**config.mk**
```make
export PLATFORM = sky130hd
export DESIGN_NAME = eth_tx_framer
export DESIGN_NICKNAME = d
export VERILOG_FILES = /design/src/rtl/eth_pkg.sv /design/src/rtl/eth_tx_crc32.sv /design/src/rtl/eth_tx_framer.sv
export SDC_FILE = /design/constraint.sdc
export NUM_CORES = 1
export LEC_CHECK = 0
export ABC_AREA = 1
export BUFFER_PORTS_ARGS = -buffer_cell sky130_fd_sc_hd__buf_2
export CORE_UTILIZATION = 62
export CTS_CLUSTER_SIZE = 8
export DETAILED_ROUTE_END_ITERATION = 12
export PLACE_DENSITY = 0.92
export SLEW_MARGIN = 20
export SYNTH_ARGS = -nofsm -noshare
export SYNTH_HDL_FRONTEND = slang
export SYNTH_HIERARCHICAL = 1
export SYNTH_SLANG_ARGS = --single-unit
```
**constraint.sdc**
```tcl
create_clock -name clk -period 3.12 [get_ports clk]
set_clock_uncertainty 0.2 [all_clocks]
set_input_delay 0.312 -clock clk [delete_from_list [all_inputs] [get_ports clk]]
set_output_delay 0.312 -clock clk [all_outputs]
set_load 0.005 [all_outputs]
```
**src/rtl/eth_pkg.sv**
```systemverilog
`default_nettype none
// -----------------------------------------------------------------------------
// eth_pkg : shared state encoding, framing constants and helpers for eth_tx_*
// Rev 1.0
// -----------------------------------------------------------------------------
package eth_pkg;

  typedef enum logic [2:0] {
    ST_IDLE = 3'd0,
    ST_PRE  = 3'd1,
    ST_SFD  = 3'd2,
    ST_DATA = 3'd3,
    ST_PAD  = 3'd4,
    ST_FCS  = 3'd5,
    ST_IFG  = 3'd6
  } eth_state_e;

  localparam logic [7:0]  ETH_PREAMBLE = 8'h55;
  localparam logic [7:0]  ETH_SFD      = 8'hD5;
  localparam logic [31:0] CRC_INIT     = 32'hFFFF_FFFF;
  localparam logic [31:0] CRC_RESIDUE  = 32'hC704_DD7B;
  localparam logic [31:0] CRC_POLY     = 32'h04C1_1DB7;

  function automatic logic [7:0] bitrev8(input logic [7:0] b);
    logic [7:0] r;
    for (int i = 0; i < 8; i++) r[i] = b[7-i];
    return r;
  endfunction

endpackage
`default_nettype wire

```
**src/rtl/eth_tx_crc32.sv**
```systemverilog
`default_nettype none
// -----------------------------------------------------------------------------
// eth_tx_crc32 : byte-wide CRC-32 LFSR (MSB-first register, bit-reversed input)
// Rev 1.0
// -----------------------------------------------------------------------------
module eth_tx_crc32
  import eth_pkg::*;
(
  input  logic        clk,
  input  logic        rst,
  input  logic        init,
  input  logic        en,
  input  logic [7:0]  data,
  output logic [31:0] crc
);

  logic [7:0]  w_din;
  logic [31:0] w_next;

  assign w_din = bitrev8(data);

  always_comb begin
    w_next = crc;
    for (int i = 7; i >= 0; i--) begin
      if (w_next[31] ^ w_din[i]) w_next = {w_next[30:0], 1'b0} ^ CRC_POLY;
      else                       w_next = {w_next[30:0], 1'b0};
    end
  end

  always_ff @(posedge clk or posedge rst) begin
    if (rst)       crc <= CRC_INIT;
    else if (init) crc <= CRC_INIT;
    else if (en)   crc <= w_next;
  end

endmodule
`default_nettype wire

```
**src/rtl/eth_tx_framer.sv**
```systemverilog
`default_nettype none
// -----------------------------------------------------------------------------
// eth_tx_framer : GMII transmit framer (preamble, SFD, payload, pad, FCS, IFG)
// Build option ETH_TX_PAD_EN: zero-pad short frames up to MIN_FRAME bytes.
// Rev 1.0
// -----------------------------------------------------------------------------
module eth_tx_framer
  import eth_pkg::*;
#(
  parameter int MIN_FRAME = 60,
  parameter int IFG_BYTES = 12
) (
  input  logic       clk,
  input  logic       rst,
  input  logic [7:0] s_data,
  input  logic       s_valid,
  input  logic       s_last,
  output logic       s_ready,
  output logic [7:0] gmii_txd,
  output logic       gmii_tx_en,
  output logic       gmii_tx_er,
  output logic       underrun
);

  // The IDLE cycle preceding PRE contributes the final idle byte on the wire,
  // so IFG itself lasts one cycle less than the gap seen between frames.
  localparam logic [15:0] c_ifg_last = 16'(IFG_BYTES - 2);

  eth_state_e  r_state, w_state_nxt;
  logic [15:0] r_cnt, w_cnt_inc;
  logic        r_drop;
  logic [31:0] w_crc;
  logic [7:0]  w_crc_din, w_fcs_src;
  logic        w_crc_en, w_crc_init;
  logic [7:0]  w_txd_nxt;
  logic        w_en_nxt, w_er_nxt, w_ur_nxt;
  logic        w_pad_needed, w_pad_done;

  assign w_cnt_inc = (r_cnt == 16'hFFFF) ? r_cnt : r_cnt + 16'd1;

`ifdef ETH_TX_PAD_EN
  localparam logic [15:0] c_min_frame = 16'(MIN_FRAME);
  assign w_pad_needed = (w_cnt_inc <  c_min_frame);
  assign w_pad_done   = (w_cnt_inc >= c_min_frame);
`else
  logic w_unused_min_frame;
  assign w_unused_min_frame = ^MIN_FRAME;
  assign w_pad_needed       = 1'b0;
  assign w_pad_done         = 1'b1;
`endif

  always_ff @(posedge clk or posedge rst) begin
    if (rst) r_state <= ST_IDLE;
    else     r_state <= w_state_nxt;
  end

  always_comb begin
    w_state_nxt = r_state;
    case (r_state)
      ST_IDLE: if (s_valid && !r_drop) w_state_nxt = ST_PRE;
      ST_PRE:  if (r_cnt == 16'd6) w_state_nxt = ST_SFD;
      ST_SFD:  w_state_nxt = ST_DATA;
      ST_DATA: begin
        if (!s_valid)    w_state_nxt = ST_IFG;
        else if (s_last) w_state_nxt = w_pad_needed ? ST_PAD : ST_FCS;
      end
      ST_PAD:  if (w_pad_done) w_state_nxt = ST_FCS;
      ST_FCS:  if (r_cnt == 16'd3) w_state_nxt = ST_IFG;
      ST_IFG:  if (r_cnt == c_ifg_last) w_state_nxt = ST_IDLE;
      default: w_state_nxt = ST_IDLE;
    endcase
  end

  // One counter serves as preamble/FCS/IFG index and as the frame byte count,
  // which carries over from DATA into PAD.
  always_ff @(posedge clk or posedge rst) begin
    if (rst)                                                   r_cnt <= 16'd0;
    else if (w_state_nxt != r_state && w_state_nxt != ST_PAD) r_cnt <= 16'd0;
    else if (r_state != ST_IDLE)                               r_cnt <= w_cnt_inc;
  end

  always_ff @(posedge clk or posedge rst) begin
    if (rst)                                    r_drop <= 1'b0;
    else if (r_state == ST_DATA && !s_valid)    r_drop <= 1'b1;
    else if (r_drop && s_valid && s_last)       r_drop <= 1'b0;
  end

  assign w_fcs_src = (r_cnt[1:0] == 2'd0) ? w_crc[31:24] :
                     (r_cnt[1:0] == 2'd1) ? w_crc[23:16] :
                     (r_cnt[1:0] == 2'd2) ? w_crc[15:8]  : w_crc[7:0];

  always_comb begin
    s_ready    = (r_state == ST_DATA) || r_drop;
    w_txd_nxt  = 8'h00;
    w_en_nxt   = 1'b0;
    w_er_nxt   = 1'b0;
    w_ur_nxt   = 1'b0;
    w_crc_en   = 1'b0;
    w_crc_din  = s_data;
    w_crc_init = (r_state == ST_SFD);
    case (r_state)
      ST_PRE: begin
        w_txd_nxt = ETH_PREAMBLE;
        w_en_nxt  = 1'b1;
      end
      ST_SFD: begin
        w_txd_nxt = ETH_SFD;
        w_en_nxt  = 1'b1;
      end
      ST_DATA: begin
        w_en_nxt = 1'b1;
        if (s_valid) begin
          w_txd_nxt = s_data;
          w_crc_en  = 1'b1;
        end else begin
          w_er_nxt = 1'b1;
          w_ur_nxt = 1'b1;
        end
      end
      ST_PAD: begin
        w_en_nxt  = 1'b1;
        w_crc_en  = 1'b1;
        w_crc_din = 8'h00;
      end
      ST_FCS: begin
        w_txd_nxt = ~bitrev8(w_fcs_src);
        w_en_nxt  = 1'b1;
      end
      default: ;
    endcase
  end

  always_ff @(posedge clk or posedge rst) begin
    if (rst) begin
      gmii_txd   <= 8'h00;
      gmii_tx_en <= 1'b0;
      gmii_tx_er <= 1'b0;
      underrun   <= 1'b0;
    end else begin
      gmii_txd   <= w_txd_nxt;
      gmii_tx_en <= w_en_nxt;
      gmii_tx_er <= w_er_nxt;
      underrun   <= w_ur_nxt;
    end
  end

  eth_tx_crc32 u_crc (
    .clk  (clk),
    .rst  (rst),
    .init (w_crc_init),
    .en   (w_crc_en),
    .data (w_crc_din),
    .crc  (w_crc)
  );

endmodule
`default_nettype wire

```
==> results.yml <==
global_routing:
  grt_pass1_wl_um: 20000
  grt_max_degree: 33
  grt.total_usage: 0.341
  antenna_found_initial: 0
  grt-ovfl-total: 0
  grt_pass1_vias: 4187
clock_network:
  clk_pin_slew_ns: 0.07
  cts_made_buffers: 9
  h-tree-depth: 3
  post_cts_buffers: 0
  cts_max_path_buffers: 2
  cts_root_buffer: "clkbuf_8"
  clk_latency_ns: 0.35
  cts_sinks: 62
  cts_tree: "done"
drt:
  firstDrtPassIters: 10
  routedWlPerCell_um: 15.6
  dr.first_iter.drc_count: 541
  wirelength_um: 12600
  ant_nets: 0
  drc: 1
  post_drt_via_cell_ratio: 5.64
  num_vias: 4528
placed_design:
  placed_cell_area_um2: 4850
  dp_hpwl_um: 9160
  dp.cells: 785
  portBuffers: 23
  gp_congestion: 1.04
final_layout:
  fillers: 578
  drive_gt1_frac: 0.190
  nets: 715
  fin_cells: 803
  fin_area_um2: 5110
  diodes: 0
  syn_to_final_growth_pct: 10.1
logic_synthesis:
  synthTopCellsByCount: "nand2_1, inv_1, nor2_1"
  synth-simple-area-share: 0.358
  synth_area_leaders: "dfstp_2, nand2_1, dfrtp_1"
  syn_nets: 683
  synth_xor_area_frac: 0.0712
  synth_top_area_cell: "dfstp_2"
  synth_top_cell_area_share: 0.181
  synth_mux_area_frac: 0.0367
  yosysMostFrequentCell: "nand2_1"
  synth_adder_area_share: 0.0108
  synth_seq_area_share: 0.343
  syn_area_per_cell_um2: 6.96
  synth-async-reset-ratio: 1.00
  synth_seq_cells: 62
  synthCells: 667
  ys_types: 38
  synth_edf_count: 0
  ys_warn_count: 6
  synth-main-ff-cell: "dfstp_2"
  synth_top_family_by_area: "simple AND/OR/NAND/NOR gates"
  synth_compound_area_frac: 0.0809
  synthesis.area_um2: 4640
critical_path:
  r2r_cells: 16
  worstSetupStartpointType: "flip-flop"
  critical_path_arrival_ns: 2.87
  critPathRequiredTime_ns: 3.20
  critPathCaptureType: "flip-flop"
  critPathKind: "reg -> reg"
  r2r_slack_ns: 0.33
  reg2reg_to: "u_crc/crc[13]$_DFFE_PP1P_"
  cp_max_fo: 8
  reg2reg_from: "r_state[0]$_DFF_PP0_"
power_and_ir_drop:
  seq_power_share: 0.278
  power_mw: 5.44
  p_per_area_nw_per_um2: 1060
  p_sw_frac: 0.486
  vdd_drop_max_v: 0.000711
  leakage_nw: 2.67
  p_sw_mw: 2.64
  p_int_mw: 2.80
  power_frac_clock: 0.159
  combPwrFrac: 0.563
floorplanning:
  num_rows: 31
  start_util: 0.640
  fp.dieW_um: 88.5
  fp.coreArea_um2: 7250
  die_y_um: 88.5
  ioPinCount: 24
  die_area_um2: 7840
worst_hold_path:
  min_to: "r_drop$_DFFE_PP0P_"
  min_path_type: "in -> reg"
  hold_start: "s_last"
  min_path_cells: 4
run_status:
  outcome: "complete, but fails checks"
  violations: "DRC"
sta:
  setup_violations: 0
  worst_pin_slew_ns: 0.599
  rsz0062_at_grt: "false"
  fin_crit_ns: 2.79
  finalCritPeriodShare: 0.894
  setup-tns-final_ns: 0
  max_freq_ghz: 0.358
  slew-limit-headroom: 0.601
  maxSlewViolCount: 0
  hold_violations: 0
flow_run:
  maxCapViolations: 0
-- cell usage in the layout (no fill, tap or decap), drive strengths merged --
cell	instances
nand4	7
a22oi	5
o211ai	5
or2	1
a21oi	24
nand2	239
nor2	67
dfstp	32
clkinvlp	2
bufinv	3
a31oi	1
clkbuf	10
nand3	52
nor3	4
nand3b	1
dlygate4sd3	2
ha	4
o22ai	7
buf	32
clkinv	1
mux2i	8
mux2	8
xor2	32
xnor2	4
dfrtp	30
inv	97
o21ai	26
-- sequential cells by signal, summed over array words and instances, names as in the netlist --
signal and flops:
gmii_txd 8, gmii_tx_en 1, r_cnt 16, u_crc/crc 32, r_state 3, underrun 1, r_drop 1
-- metal layers --
metal  global-route usage  part of all wire  wire length [um]  vias to the layer above
met5                    0                 0                 0                        -
met1                0.414              0.40              5030                     2098
met3               0.0756             0.081              1020                       36
met2                0.578              0.49              6190                      251
li1                     -                 -                 -                     2143
met4                0.155             0.027               333                        0
-- cell families after synthesis --
family | Yosys count
adders and majority gates | 4
muxes | 16
and+or+nand+nor | 371
DFF | 62
AOI/OAI and AO/OA | 68
buffers and inverters | 110
xor gates and xnor gates | 36
-- how the worst max path moves through the flow --
stage	cells after the start	slack [ns]	endpoint	startpoint
CTS	16	0.35	u_crc/crc[5]$_DFFE_PP1P_	r_state[0]$_DFF_PP0_
detailed placement	17	0.39	u_crc/crc[8]$_DFFE_PP1P_	r_state[0]$_DFF_PP0_
global route	17	0.08	u_crc/crc[8]$_DFFE_PP1P_	r_state[0]$_DFF_PP0_
floorplan	15	0.92	u_crc/crc[27]$_DFFE_PP1P_	r_state[0]$_DFF_PP0_
global placement	17	0.50	u_crc/crc[8]$_DFFE_PP1P_	r_state[0]$_DFF_PP0_
finish	16	0.33	u_crc/crc[13]$_DFFE_PP1P_	r_state[0]$_DFF_PP0_
-- repair_timing --
item	CTS	global route
gates resized for setup	0	1
setup endpoints to repair	0	3
endpoints found under the hold margin	8	0
hold buffers	2	0
-- cell type report --
cell class	instances	area, um2	area share
Multi-Input combinational cell	495	2590	0.507
Sequential cell	62	1590	0.312
Inverter	97	364	0.0713
Timing Repair Buffer	34	203	0.0397
Clock buffer	10	128	0.0250
Tap cell	99	124	0.0242
Clock inverter	6	110	0.0216
-- power by group through the flow --
| stage | sequential [mW] | clock (mW) | combinational, mW |
|---|---|---|---|
| after global placement | 1.50 | 0 | 2.91 |
| after floorplan | 1.42 | 0 | 2.41 |
| after CTS | 1.50 | 0.879 | 3.01 |
| after detailed placement | 1.52 | 0 | 2.98 |
| after global routing | 1.55 | 0.923 | 3.38 |
| final | 1.51 | 0.863 | 3.06 |
-- critical path, cell delays in order, from the launching register on --
cell	delay, ns
dfrtp_1	0.47
nor2_1	0.20
nand2_1	0.18
inv_2	0.20
nor2_1	0.10
inv_1	0.09
nand2_1	0.07
nand2_2	0.22
nand2_1	0.13
nand2_2	0.19
inv_1	0.17
nand2_1	0.11
nand2_1	0.13
nor2_1	0.11
nor2_1	0.04
nand2_1	0.05
nand2_1	0.05
-- per-stage QoR --
stage	utilization	worst slack (ns)	hold slack (ns)
4_1_cts	0.704	0.352	0.0442
6_report	0.704	0.330	0.0499
3_3_place_gp	0.669	0.498	0.0593
3_5_place_dp	0.669	0.387	0.0746
5_1_grt	0.704	0.0790	0.0544
2_1_floorplan	-	0.916	0.191
(Power assumes the default switching activity.)
